==> src/rtl/branch_resolve_if.sv <==
// Redirect handshake between the branch resolution unit and fetch.
// The resolver is the master: it requests a redirect and fetch answers with ready.
interface branch_resolve_if;
  logic        redirect_valid;
  logic        redirect_ready;
  logic [31:0] redirect_pc;
  logic        flush_front;

  modport master (
    output redirect_valid,
    output redirect_pc,
    output flush_front,
    input  redirect_ready
  );

  modport slave (
    input  redirect_valid,
    input  redirect_pc,
    input  flush_front,
    output redirect_ready
  );
endinterface

==> src/rtl/branch_resolve.sv <==
// Branch resolution: carries branches D->E->M, detects mispredicts in M, and
// holds a redirect request to fetch until it is accepted. Keeps branch stats.
module branch_resolve #(
  parameter int          CNT_W  = 32,
  parameter logic [31:0] RST_PC = 32'h0000_0000
) (
  input  logic              clk,
  input  logic              rst,
  input  logic              stallE,
  input  logic              stallM,
  input  logic              flushE,
  input  logic              flushM,
  input  logic              branchD,
  input  logic              pred_takeD,
  input  logic [31:0]       pcD,
  input  logic              actual_takeE,
  input  logic [31:0]       targetE,
  output logic [31:0]       pcM,
  output logic              branchM,
  output logic              actual_takeM,
  output logic [CNT_W-1:0]  branch_cnt,
  output logic [CNT_W-1:0]  mispred_cnt,
  branch_resolve_if.master  redir
);

  typedef enum logic [0:0] {
    IDLE = 1'b0,
    HOLD = 1'b1
  } state_t;

  localparam logic [CNT_W-1:0] CNT_ONE = {{(CNT_W-1){1'b0}}, 1'b1};
  localparam logic [CNT_W-1:0] CNT_MAX = {CNT_W{1'b1}};

  state_t      state;
  state_t      nextState;

  logic        branchE;
  logic        predTakeE;
  logic [31:0] pcE;

  logic        branchRegM;
  logic        predTakeM;
  logic        actualTakeRegM;
  logic [31:0] pcRegM;
  logic [31:0] targetM;

  logic [31:0] holdPc;
  logic [31:0] correctPc;
  logic        inIdle;
  logic        mispredM;
  logic        countBranch;
  logic        redirValid;
  logic [31:0] redirPc;
  logic        latchHold;

  // D->E pipeline register; flush takes priority over stall
  always_ff @(posedge clk or posedge rst) begin
    if (rst) begin
      branchE   <= 1'b0;
      predTakeE <= 1'b0;
      pcE       <= 32'h0000_0000;
    end else if (flushE) begin
      branchE   <= 1'b0;
      predTakeE <= 1'b0;
    end else if (!stallE) begin
      branchE   <= branchD;
      predTakeE <= pred_takeD;
      pcE       <= pcD;
    end
  end

  // E->M pipeline register; captures the resolved direction and target
  always_ff @(posedge clk or posedge rst) begin
    if (rst) begin
      branchRegM     <= 1'b0;
      predTakeM      <= 1'b0;
      actualTakeRegM <= 1'b0;
      pcRegM         <= 32'h0000_0000;
      targetM        <= 32'h0000_0000;
    end else if (flushM) begin
      branchRegM     <= 1'b0;
      predTakeM      <= 1'b0;
    end else if (!stallM) begin
      branchRegM     <= branchE;
      predTakeM      <= predTakeE;
      actualTakeRegM <= actual_takeE;
      pcRegM         <= pcE;
      targetM        <= targetE;
    end
  end

  assign pcM          = pcRegM;
  assign actual_takeM = actualTakeRegM;
  assign branchM      = branchRegM & ~stallM;

  // While a redirect is pending every new branch in M is ignored
  assign inIdle      = (state == IDLE);
  assign mispredM    = branchM & (predTakeM ^ actualTakeRegM) & inIdle;
  assign countBranch = branchM & inIdle;
  assign correctPc   = actualTakeRegM ? targetM : (pcRegM + 32'd4);

  // Redirect FSM next-state and request outputs
  always_comb begin
    nextState  = state;
    redirValid = 1'b0;
    redirPc    = holdPc;
    latchHold  = 1'b0;
    case (state)
      IDLE: begin
        if (mispredM) begin
          redirValid = 1'b1;
          redirPc    = correctPc;
          latchHold  = 1'b1;
          if (redir.redirect_ready) begin
            nextState = IDLE;
          end else begin
            nextState = HOLD;
          end
        end else begin
          redirValid = 1'b0;
          redirPc    = holdPc;
        end
      end
      HOLD: begin
        redirValid = 1'b1;
        redirPc    = holdPc;
        if (redir.redirect_ready) begin
          nextState = IDLE;
        end else begin
          nextState = HOLD;
        end
      end
      default: begin
        nextState = IDLE;
      end
    endcase
  end

  assign redir.redirect_valid = redirValid;
  assign redir.redirect_pc    = redirPc;
  assign redir.flush_front    = redirValid;

  // State register and the last driven redirect PC
  always_ff @(posedge clk or posedge rst) begin
    if (rst) begin
      state  <= IDLE;
      holdPc <= RST_PC;
    end else begin
      state <= nextState;
      if (latchHold) begin
        holdPc <= correctPc;
      end
    end
  end

  // Saturating statistics counters
  always_ff @(posedge clk or posedge rst) begin
    if (rst) begin
      branch_cnt  <= {CNT_W{1'b0}};
      mispred_cnt <= {CNT_W{1'b0}};
    end else begin
      if (countBranch && (branch_cnt != CNT_MAX)) begin
        branch_cnt <= branch_cnt + CNT_ONE;
      end
      if (mispredM && (mispred_cnt != CNT_MAX)) begin
        mispred_cnt <= mispred_cnt + CNT_ONE;
      end
    end
  end

endmodule

==> src/flat_wrapper.sv <==
// flat-port wrapper written by rule: the top's interface ports become plain ports
module branch_resolve_flat 
#(
  parameter int          CNT_W  = 32,
  parameter logic [31:0] RST_PC = 32'h0000_0000
)
  (clk, rst, stallE, stallM, flushE, flushM, branchD, pred_takeD, pcD, actual_takeE, targetE, pcM, branchM, actual_takeM, branch_cnt, mispred_cnt, redir_redirect_valid, redir_redirect_pc, redir_flush_front, redir_redirect_ready);
  branch_resolve_if redir_i ();
  input  logic clk;
  input  logic rst;
  input  logic stallE;
  input  logic stallM;
  input  logic flushE;
  input  logic flushM;
  input  logic branchD;
  input  logic pred_takeD;
  input  logic [31:0] pcD;
  input  logic actual_takeE;
  input  logic [31:0] targetE;
  output logic [31:0] pcM;
  output logic branchM;
  output logic actual_takeM;
  output logic [CNT_W-1:0] branch_cnt;
  output logic [CNT_W-1:0] mispred_cnt;
  output wire logic [$bits(redir_i.redirect_valid)-1:0] redir_redirect_valid;
  output wire logic [$bits(redir_i.redirect_pc)-1:0] redir_redirect_pc;
  output wire logic [$bits(redir_i.flush_front)-1:0] redir_flush_front;
  input wire logic [$bits(redir_i.redirect_ready)-1:0] redir_redirect_ready;
  assign redir_redirect_valid = redir_i.redirect_valid;
  assign redir_redirect_pc = redir_i.redirect_pc;
  assign redir_flush_front = redir_i.flush_front;
  assign redir_i.redirect_ready = redir_redirect_ready;
  branch_resolve #(.CNT_W(CNT_W), .RST_PC(RST_PC)) u_core (.clk(clk), .rst(rst), .stallE(stallE), .stallM(stallM), .flushE(flushE), .flushM(flushM), .branchD(branchD), .pred_takeD(pred_takeD), .pcD(pcD), .actual_takeE(actual_takeE), .targetE(targetE), .pcM(pcM), .branchM(branchM), .actual_takeM(actual_takeM), .branch_cnt(branch_cnt), .mispred_cnt(mispred_cnt), .redir(redir_i));
endmodule
==> config.mk <==
export PLATFORM = sky130hd
export DESIGN_NAME = branch_resolve_flat
export DESIGN_NICKNAME = d
export VERILOG_FILES = /design/src/rtl/branch_resolve_if.sv /design/src/rtl/branch_resolve.sv /design/src/flat_wrapper.sv
export SDC_FILE = /design/constraint.sdc
export NUM_CORES = 1
export LEC_CHECK = 0
export BUFFER_PORTS_ARGS = -buffer_cell sky130_fd_sc_hd__buf_2
export CAP_MARGIN = 30
export CORE_UTILIZATION = 40
export DETAILED_ROUTE_END_ITERATION = 10
export GPL_TIMING_DRIVEN = 0
export PLACE_DENSITY = 0.65
export SYNTH_ARGS = -nofsm -noshare
export SYNTH_HDL_FRONTEND = slang
export SYNTH_SLANG_ARGS = --single-unit
==> constraint.sdc <==
create_clock -name clk -period 7.78 [get_ports clk]
set_input_delay 1.945 -clock clk [delete_from_list [all_inputs] [get_ports clk]]
set_output_delay 1.945 -clock clk [all_outputs]
set_load 0.1 [all_outputs]
**Word level (Yosys, flattened, before mapping)**

Cells that the tools add are included.

- Word-level logic and storage cells: 50
- Input bits: 74
- Flip-flop bits (word level): 198

- Reductions and logical operators: 4
- Muxes and demuxes: 17
- Add/sub/neg operators: 3
- Bitwise gates (word level): 10
- Eq/ne operators: 4

Operator list:

| operator | count |
|---|---|
| adder 32 x 1 -> 32 bit, second input constant | 2 |
| 2-to-1 mux 32 bit | 2 |
| inequality test 32 bit, second input constant | 2 |
| one-hot mux 32 bit (2 select lines) | 1 |
| adder 32 x 3 -> 32 bit, second input constant | 1 |
| 2-to-1 mux 1 bit | 12 |
| NOT 1 bit | 5 |
| AND 1 bit | 4 |
| inequality test 2 x 1 -> 1 bit, second input constant | 2 |
| one-hot mux 1 bit (2 select lines) | 2 |
| AND reduction 2 bit | 2 |
| logical AND 1 bit | 2 |
| XOR 1 bit | 1 |

**Depth between registers and ports, before layout**

Gate-level depths: netlist of the first run.

- Depth after elaboration: 6
- Gate-level depth with buffers: 8
- Mapped depth without buffers: 6

**Worst setup path after synthesis of the first run**

OpenSTA, ideal clock, no wires.

- Path type: input to output
- From: in stallM
- To: out redir_redirect_pc[20]
- Stages on the path: 6
- Setup slack: 0.778 ns
- Data arrival time: 5.057 ns
- Path buffers: 2
- Data required time: 5.835 ns
- Cells stage by stage: nor3b_2 and2_1 clkbuf_1 clkbuf_1 o21ai_0 o21ai_0

- Longest elaborated chain between the ends: 6

RTL lines:

| element | RTL line | text |
|---|---|---|
| start, declared | flat_wrapper.sv:12 | `input logic stallM;` |
| NOT 1 bit (no source line) | - |  |
| AND 1 bit | branch_resolve.sv:94 | `assign branchM = branchRegM & ~stallM;` |
| AND 1 bit (2 in series) | branch_resolve.sv:98 | `assign mispredM = branchM & (predTakeM ^ actualTakeRegM) & inIdle;` |
| 2-to-1 mux 32 bit | branch_resolve.sv:110 | `if (mispredM) begin` |
| one-hot mux 32 bit (2 select lines) | branch_resolve.sv:108 | `case (state)` |
| end, declared | flat_wrapper.sv:26 | `output wire logic [$bits(redir_i.redirect_pc)-1:0] redir_redirect_pc;` |

Every way passes these cells.

**Worst setup path after layout of the first run**

Same ends and word-level chain as after synthesis.

==> results of run 1 <==
-- state kept, by name (all words and copies together) (netlist names) --
| register | count |
|---|---|
| u_core.branch_cnt | 32 |
| u_core.holdPc | 32 |
| u_core.mispred_cnt | 32 |
| u_core.pcE | 32 |
| u_core.pcM | 32 |
| u_core.targetM | 32 |
| u_core.actual_takeM | 1 |
| u_core.branchE | 1 |
| u_core.branchRegM | 1 |
| u_core.predTakeE | 1 |
| u_core.predTakeM | 1 |
| u_core.state | 1 |
-- worst reg2reg max path: cells and delay by family (launching register included) --
family | cells | cell delay, ns
AOI/OAI and AO/OA | 1 | 0.34
xor gates and xnor gates | 1 | 0.13
adders and majority gates | 1 | 0.16
buffers and inverters | 2 | 0.64
DFF | 1 | 0.39
and+or+nand+nor | 3 | 0.75
-- worst min path at each step --
stage,cells past startpoint,end
final,2,u_core.holdPc[3]$_DFFE_PP0P_
after global routing,2,u_core.holdPc[10]$_DFFE_PP0P_
after CTS,2,u_core.holdPc[10]$_DFFE_PP0P_
after detailed placement,2,u_core.holdPc[10]$_DFFE_PP0P_
after global placement,2,u_core.holdPc[6]$_DFFE_PP0P_
after floorplan,2,u_core.holdPc[0]$_DFFE_PP0P_
-- power by group through the flow --
stage	sequential [mW]	combinational (mW)	clock [mW]
2_1_floorplan	1.68	0.778	0
3_3_place_gp	1.33	1.38	0
3_5_place_dp	1.34	1.39	0
4_1_cts	1.32	1.39	0.934
5_1_grt	1.35	1.45	0.980
6_report	1.32	1.39	0.911
-- cells in the final DEF, fill, tap and decap left out, types with 4 or more instances in the layout --
master	count
buf_2	211
dfrtp_1	198
mux2_2	102
nand2_1	60
xnor2_1	53
nand4_1	48
o21ai_0	48
nand3_1	39
nor2_1	35
xor2_1	26
clkbuf_1	25
a21oi_1	20
clkbuf_16	17
nor3_1	16
and3_1	14
o22ai_1	14
mux2i_1	12
and2_1	9
o211ai_1	7
and4_1	6
nor4_1	5
inv_8	5
clkinv_8	5
nand2b_1	4
inv_1	4
a31o_2	4
buf_1	4
-- kinds of logic (layout without fill, tap and decap cells) --
logic type | count (synthesis) | after routing | synth area share, %
simple gates | 257 | 257 | 15.50
compound gates | 102 | 102 | 6.631
mux | 114 | 114 | 13.86
buf+inv | 42 | 280 | 1.887
fa+ha+maj | 3 | 3 | 0.4102
flops | 198 | 198 | 54.14
xor+xnor | 79 | 79 | 7.561
-- metrics by stage --
| stage | utilization, % | total power [mW] |
|---|---|---|
| after CTS | 50.61 | 3.645 |
| after floorplan | - | 2.456 |
| after global placement | 47.65 | 2.710 |
| final | 50.61 | 3.618 |
| after global routing | 50.61 | 3.776 |
| after detailed placement | 47.81 | 2.728 |
-- metal layers --
metal	vias up	track usage, %
met1	3411	27.44
met5	-	0
met2	199	32.59
li1	3324	-
met3	25	5.642
met4	2	6.445
-- area by class of cell --
type	instances	area, um2	share of cell area [%]
flip-flops and latches	198	4955	44.31
inverters	5	26.28	0.2350
clock inverters	15	193.9	1.734
well taps	280	350.3	3.133
multi-input cells	555	4024	35.99
clock buffers	17	425.4	3.804
repair buffers	206	1054	9.421
plain buffers	37	153.9	1.376
==> results_dict.tcl, run 1 <==
set metrics [dict create \
    dr.pass1.iters 4 \
    cts_buffers 17 \
    core_um2 22090 \
    cp-start-kind "input pin" \
    hold_violations 0 \
    swShare_pct 47.55 \
    synth_seq_cells 198 \
    tns_ns 0 \
    synthCells 795 \
    holdWs_ns 0.4710 \
    dr_wl_met3_mm 1.418 \
    ys_seq_area_share_pct 54.14 \
    crit_start "stallM" \
    drive_gt1_share_pct 35.53 \
    final_area_um2 11180 \
    leakage_nw 5.200 \
    hp-class "reg2reg" \
    antenna_found_initial 1 \
    netlist.area_leader.share_pct 54.14 \
    io_buffers 205 \
    p_sw_mw 1.720 \
    syn2layout_area_growth_pct 22.19 \
    tightest_slew_ns 0.7661 \
    max_cap_viol_count 0 \
    num_io_pins 206 \
    wl_per_cell_um 17.68 \
    dr.max_layer_used "met5" \
    r2r_cells 8 \
    synth_area_per_cell_um2 11.51 \
    cts_buffer_depth 2 \
    yosys.area.top_type "dfrtp_1" \
    start_util_pct 41.42 \
    drc 0 \
    setup.worst_path.end "redir_redirect_pc[20]" \
    clock_latency_ns 0.45 \
    drtAntennaViolNets 0 \
    worst_path_dominant_cell_family "buffers and inverters" \
    min_period_over_period_pct 81.75 \
    grt_max_degree 122 \
    fin_ws_ns 1.419 \
    die-area_um2 23490 \
    cts-hold-fix-buffers 0 \
    cts_root_buffer "clkbuf_16" \
    clock-sinks 198 \
    reg2reg_to "u_core.mispred_cnt[7]$_DFFE_PP0P_" \
    first_iter_violations 375 \
    fp.dieW_um 153.3 \
    layout.nets 1097 \
    async_flop_share_pct 100.0 \
    die_h_um 153.3 \
    synthDistinctLibCells 48 \
    routed_via_density 5.302 \
    yosys_warnings 0 \
    post-route-min-period_ns 6.361 \
    clock.fmax_mhz 157.2 \
    dp_slack_ns 1.376 \
    grt_pass1_wl_mm 37.78 \
    nFillCells 2024 \
    path_cells "buf_2, nor3b_2, and2_1, clkbuf_1, clkbuf_1, o21ai_0, o21ai_0, buf_2" \
    cts_resized 0 \
    critPathCaptureType "output port" \
    regToRegSetupSlack_ns 5.30 \
    rsz0062_at_grt "false" \
    place_hpwl_mm 17.13 \
    vias 6961 \
    place_inst 1281 \
    ctsHtreeMaxLevel 4 \
    clk_pin_slew_ns 0.07 \
    maxSlewHeadroom_pct 48.93 \
    p_clk_share_pct 25.2 \
    dpl_cell_area_um2 10560 \
    grt_use_total_pct 20.62 \
    max_stage_delay_ns 0.49 \
    grt_overflow_total 0 \
    cts_tree "built" \
    synth_edf_count 0 \
    critPathSlowestCell "buf_2" \
    synth_flop_cell "dfrtp_1" \
    irDropWorstVdd_uv 209.7 \
    diodes 0 \
    fin_cells 1313 \
    worstPathRequired_ns 5.84 \
    gp_congestion 0.8377 \
    worstSetupPathType "in2out" \
    power_frac_seq_pct 36.5 \
    path_max_fanout 10 \
    route.met2.wl_mm 10.97 \
    met1_length_mm 10.45 \
    syn-num-nets 872 \
    synth_area_leaders "dfrtp_1 54%, mux2_2 13%, xnor2_1 5.1%, nand4_1 3.3%, o21ai_0 2.6%" \
    totalWireLength_mm 23.22 \
    clock_skew_ns 0.02268 \
    grt_pass1_vias 6926 \
    synth.most_common_cell "dfrtp_1" \
    synth_area_um2 9151 \
    power_frac_comb_pct 38.3 \
    synth_common_cells "198 x dfrtp_1, 102 x mux2_2, 60 x nand2_1, 53 x xnor2_1" \
    post_cts_buffers 0 \
    status "complete, no violations" \
    hp-start "u_core.holdPc[3]$_DFFE_PP0P_" \
    pwr_density_cell_nw_per_um2 323.6 \
    crit_buf_inv 4 \
    arrival_ns 4.42 \
    timing_max_transition_violations_final 0 \
    setup_viol 0 \
    worst-path-stages 8 \
    timing.rr.start "u_core.mispred_cnt[0]$_DFFE_PP0P_" \
    num_rows 54 \
    internal-power_mw 1.898 \
]
Power figures use the tool's default switching activity.
==> run 2, diff against run 1 <==
--- a/config.mk
+++ b/config.mk
@@ -10,7 +10,7 @@
 export CORE_UTILIZATION = 40
 export DETAILED_ROUTE_END_ITERATION = 10
 export GPL_TIMING_DRIVEN = 0
-export PLACE_DENSITY = 0.65
+export PLACE_DENSITY = 0.67
 export SYNTH_ARGS = -nofsm -noshare
 export SYNTH_HDL_FRONTEND = slang
 export SYNTH_SLANG_ARGS = --single-unit
==> constraint.sdc (replaced) <==
create_clock -name clk -period 5.8 [get_ports clk]
set_input_delay 1.45 -clock clk [delete_from_list [all_inputs] [get_ports clk]]
set_output_delay 1.45 -clock clk [all_outputs]
set_load 0.1 [all_outputs]
==> results_dict.tcl, run 2 (same netlist as run 1, synthesis figures left out) <==
set metrics [dict create \
    cts_tree "built" \
    clk_pin_slew_ns 0.07 \
    worstPathRequired_ns 4.35 \
    die_h_um 153.3 \
    timing_max_transition_violations_final 0 \
    dpl_cell_area_um2 10630 \
    gp_congestion 0.8365 \
    cts_buffers 17 \
    tightest_slew_ns 0.8682 \
    antenna_found_initial 3 \
    post_cts_buffers 0 \
    grt_pass1_wl_mm 38.18 \
    path_max_fanout 10 \
    final_area_um2 11210 \
    clock_skew_ns 0.01321 \
    drc 0 \
    irDropWorstVdd_uv 333.3 \
    leakage_nw 5.205 \
    final_cell_mix "211 x buf_2, 198 x dfrtp_1, 102 x mux2_2, 60 x nand2_1, 53 x xnor2_1" \
    start_util_pct 41.42 \
    cts_root_buffer "clkbuf_16" \
    power.total_mw 4.797 \
    syn2layout_area_growth_pct 22.52 \
    hp-class "reg2reg" \
    num_rows 54 \
    tns_ns 0 \
    setup_viol 0 \
    max_cap_viol_count 0 \
    vias 7010 \
    io_buffers 205 \
    final_common_cell "buf_2" \
    cts-hold-fix-buffers 0 \
    status "complete, no violations" \
    cts_resized 0 \
    hold_violations 0 \
    core_um2 22090 \
    worstSetupPathType "in2out" \
    dr.pass1.iters 5 \
    fp.dieW_um 153.3 \
    critPathCaptureType "output port" \
    grt_use_total_pct 20.85 \
    totalWireLength_mm 23.76 \
    ctsHtreeMaxLevel 4 \
    grt_max_degree 41 \
    clock.fmax_mhz 185.5 \
    timing.rr.start "u_core.actual_takeM$_DFFE_PP0P_" \
    drive_gt1_share_pct 35.71 \
    first_iter_violations 306 \
    grt_pass1_vias 7033 \
    min_period_over_period_pct 92.92 \
    hp-start "u_core.holdPc[4]$_DFFE_PP0P_" \
    post-route-min-period_ns 5.390 \
    grt_overflow_total 0 \
    place_hpwl_mm 17.72 \
    routed_via_density 5.319 \
    cts_buffer_depth 2 \
    die-area_um2 23490 \
    crit_start "stallM" \
    layout.nets 1101 \
    cp-start-kind "input pin" \
    arrival_ns 3.94 \
    rsz0062_at_grt "false" \
    clock_latency_ns 0.43 \
    wl_per_cell_um 18.03 \
    maxSlewHeadroom_pct 41.58 \
    drtAntennaViolNets 0 \
    num_io_pins 206 \
    clock-sinks 198 \
    pwr_density_cell_nw_per_um2 427.8 \
]
==> run 2: cell count changes in the layout (fill, tap and decap cells not counted) <==
cell / change
inv_6: +1
buf_12: +5
o21ai_1: +6
diode_2: +2
inv_8: -1
clkbuf_8: +1
clkinvlp_4: +3
clkinv_8: -3
buf_16: -1
o21ai_0: -6
inv_12: -2
==> run 2: critical path, cell delays in order <==
cell and delay, ns:
buf_2 0.16, nor3b_2 0.10, nand2_1 0.31, clkbuf_1 0.51, clkbuf_1 0.56, a21oi_1 0.15, o22ai_1 0.23, buf_2 0.47
==> run 2: final cells by class <==
class                      count  area [um2]
antenna                        2       5.005
buffer                        37       153.9
clock buffer                  18       439.2
clock inverter                13       136.4
fill                        1994       10880
inverter                       5       22.52
multi-input combinational    555        4024
sequential                   198        4955
tap                          280       350.3
timing repair buffer         210        1126
==> run 2: per-layer routing <==
metal / part of all wire (%) / track usage (%) / vias up
met5: 0.072 / 0 / -
met4: 1.8 / 6.638 / 2
met3: 5.4 / 5.274 / 33
met2: 49 / 34.68 / 193
met1: 44 / 26.55 / 3443
li1: - / - / 3339
==> run 2: where the power goes <==
part	internal (mW)	leakage, nW	switching, mW
Combinational	0.362	2.42	1.51
Clock	0.584	0.277	0.575
Sequential	1.60	2.51	0.175
Total	2.54	5.21	2.26
==> run 2: stage by stage <==
step                setup WS, ns  hold WS, ns  cells  utilization [%]
finish                    0.4105       0.4710   1318            50.75
global route              0.2683       0.4994   1316            50.72
CTS                       0.4193       0.4761   1316            50.72
detailed placement        0.4340       0.4594   1285            48.12
global placement          0.4334       0.4509   1280            47.67
floorplan               -0.06549       0.4387    795                -
==> run 2: worst paths after layout <==
check	depth (start not counted)	end	slack (ns)
setup / recovery	8	redir_redirect_pc[25]	0.41
hold / removal	2	u_core.holdPc[4]$_DFFE_PP0P_	0.47
setup reg to reg	7	u_core.holdPc[25]$_DFFE_PP0P_	3.21
hold reg to reg	2	u_core.holdPc[4]$_DFFE_PP0P_	0.47
max in group asynchronous	4	u_core.branch_cnt[5]$_DFFE_PP0P_	3.89
min in group asynchronous	2	u_core.pcE[12]$_DFFE_PP0P_	1.06
==> run 3, diff against run 2 <==
--- a/config.mk
+++ b/config.mk
@@ -7,10 +7,10 @@
 export LEC_CHECK = 0
 export BUFFER_PORTS_ARGS = -buffer_cell sky130_fd_sc_hd__buf_2
 export CAP_MARGIN = 30
-export CORE_UTILIZATION = 40
+export CORE_UTILIZATION = 49
 export DETAILED_ROUTE_END_ITERATION = 10
 export GPL_TIMING_DRIVEN = 0
-export PLACE_DENSITY = 0.67
+export PLACE_DENSITY = 0.79
 export SYNTH_ARGS = -nofsm -noshare
 export SYNTH_HDL_FRONTEND = slang
 export SYNTH_SLANG_ARGS = --single-unit
==> results_dict.tcl, run 3 (same netlist as run 1, synthesis figures left out) <==
set metrics [dict create \
    worstSetupPathType "in2out" \
    drtAntennaViolNets 0 \
    first_iter_violations 492 \
    status "finished, violations left" \
    hp-class "reg2reg" \
    final_area_um2 11140 \
    seqCellArea_um2 4955 \
    io_buffers 205 \
    vias 7230 \
    internal-power_mw 2.540 \
    max_cap_viol_count 0 \
    dpl_cell_area_um2 10570 \
    maxSlewHeadroom_pct 41.74 \
    clock.fmax_mhz 190.0 \
    min_period_over_period_pct 90.73 \
    place_inst 1234 \
    final_cell_mix "211 x buf_2, 198 x dfrtp_1, 102 x mux2_2, 60 x nand2_1, 53 x xnor2_1" \
    setup_viol 0 \
    grt_max_degree 45 \
    num_io_pins 206 \
    grt_pass1_wl_mm 36.87 \
    post-route-min-period_ns 5.263 \
    wl_per_cell_um 18.17 \
    cts_tree "built" \
    totalWireLength_mm 23.03 \
    path_cells "buf_2, nor3b_2, and2_1, clkbuf_1, clkbuf_1, nand3_1, o211ai_1, buf_2" \
    multi_input_area_um2 4024 \
    fp.dieW_um 138.7 \
    max_stage_delay_ns 0.51 \
    arrival_ns 3.81 \
    start_util_pct 50.43 \
    die_h_um 138.7 \
    final_common_cell "buf_2" \
    place_hpwl_mm 17.22 \
    path_max_fanout 10 \
    cts_resized 0 \
    syn2layout_area_growth_pct 21.70 \
    layout.nets 1101 \
    clock_skew_ns 0.01200 \
    p_clk_share_pct 24.1 \
    antenna_found_initial 2 \
    irDropWorstVdd_uv 335.5 \
    clk_pin_slew_ns 0.07 \
    drc 24 \
    crit_buf_inv 4 \
    p_sw_mw 2.265 \
    cts_buffers 17 \
    clock-sinks 198 \
    cts_root_buffer "clkbuf_16" \
    fin_cells 1267 \
    critPathCaptureType "output port" \
    cts-hold-fix-buffers 0 \
    routed_via_density 5.706 \
    finish.utilization_pct 61.37 \
    timing_max_transition_violations_final 0 \
    die-area_um2 19230 \
    power_frac_seq_pct 37.0 \
    grt_use_total_pct 24.56 \
    leakage_nw 5.209 \
    drive_gt1_share_pct 35.78 \
    grt_overflow_total 0 \
    grt_pass1_vias 7001 \
    hold_violations 0 \
    nFillCells 1513 \
    swShare_pct 47.13 \
    critPathSlowestCell "clkbuf_1" \
    power_frac_comb_pct 39.0 \
    tightest_slew_ns 0.8659 \
    dr.pass1.iters 9 \
    core_um2 18150 \
    pwr_density_cell_nw_per_um2 431.5 \
    cp-start-kind "input pin" \
    clock_latency_ns 0.44 \
    post_cts_buffers 0 \
    gp_congestion 0.8551 \
    violations "DRC" \
    worstPathRequired_ns 4.35 \
    worst_path_dominant_cell_family "buffers and inverters" \
    cts_buffer_depth 2 \
    rsz0062_at_grt "false" \
    num_rows 49 \
    ctsHtreeMaxLevel 4 \
]
-- run 3: final timing paths --
kind,to,from,slack (ns),cells past startpoint
setup / recovery,redir_redirect_pc[26],stallM,0.54,8
hold / removal,u_core.holdPc[1]$_DFFE_PP0P_,u_core.holdPc[1]$_DFFE_PP0P_,0.47,2
setup reg to reg,u_core.mispred_cnt[21]$_DFFE_PP0P_,u_core.mispred_cnt[0]$_DFFE_PP0P_,3.26,8
hold reg to reg,u_core.holdPc[1]$_DFFE_PP0P_,u_core.holdPc[1]$_DFFE_PP0P_,0.47,2
max in group asynchronous,u_core.branch_cnt[30]$_DFFE_PP0P_,rst,4.07,4
min in group asynchronous,u_core.mispred_cnt[23]$_DFFE_PP0P_,rst,0.96,2
-- run 3: power by group through the flow --
| stage | combinational (mW) | sequential (mW) | clock, mW |
|---|---|---|---|
| finish | 1.87 | 1.78 | 1.16 |
| floorplan | 1.05 | 2.25 | 0 |
| CTS | 1.88 | 1.77 | 1.17 |
| detailed placement | 1.87 | 1.80 | 0 |
| global route | 1.95 | 1.80 | 1.23 |
| global placement | 1.84 | 1.79 | 0 |
-- run 3: worst register-to-register path: stages (launching register included) --
cell and delay [ns]:
dfrtp_1 0.42, ha_1 0.16, clkbuf_1 0.31, nand4_1 0.14, nor4_1 0.54, a31oi_1 0.32
buf_2 0.28, nand4_1 0.15, xnor2_1 0.14
-- run 3: cell type report --
cell class / instances / share of cell area (%)
antenna: 1 / 0.02247
buffer: 37 / 1.382
clock buffer: 18 / 3.943
clock inverter: 14 / 1.146
inverter: 5 / 0.2022
multi-input combinational: 555 / 36.13
sequential: 198 / 44.49
tap: 229 / 2.573
timing repair buffer: 210 / 10.11
-- run 3: per-layer routing --
| metal | GRT usage, % | vias to the layer above | share of wire, % |
|---|---|---|---|
| met1 | 31.84 | 3571 | 43 |
| li1 | - | 3330 | - |
| met2 | 40.48 | 280 | 48 |
| met4 | 10.06 | 2 | 2.6 |
| met5 | 0 | - | 0.048 |
| met3 | 4.972 | 47 | 6.4 |
-- run 3: stage by stage --
| step | worst slack, ns | hold WS, ns | TNS, ns | total power, mW |
|---|---|---|---|---|
| 6_report | 0.5375 | 0.4720 | 0 | 4.805 |
| 5_1_grt | 0.4316 | 0.4915 | 0 | 4.978 |
| 4_1_cts | 0.6021 | 0.4801 | 0 | 4.821 |
| 3_5_place_dp | 0.6146 | 0.4630 | 0 | 3.669 |
| 3_3_place_gp | 0.5988 | 0.4506 | 0 | 3.624 |
| 2_1_floorplan | -0.06549 | 0.4387 | -0.5894 | 3.297 |
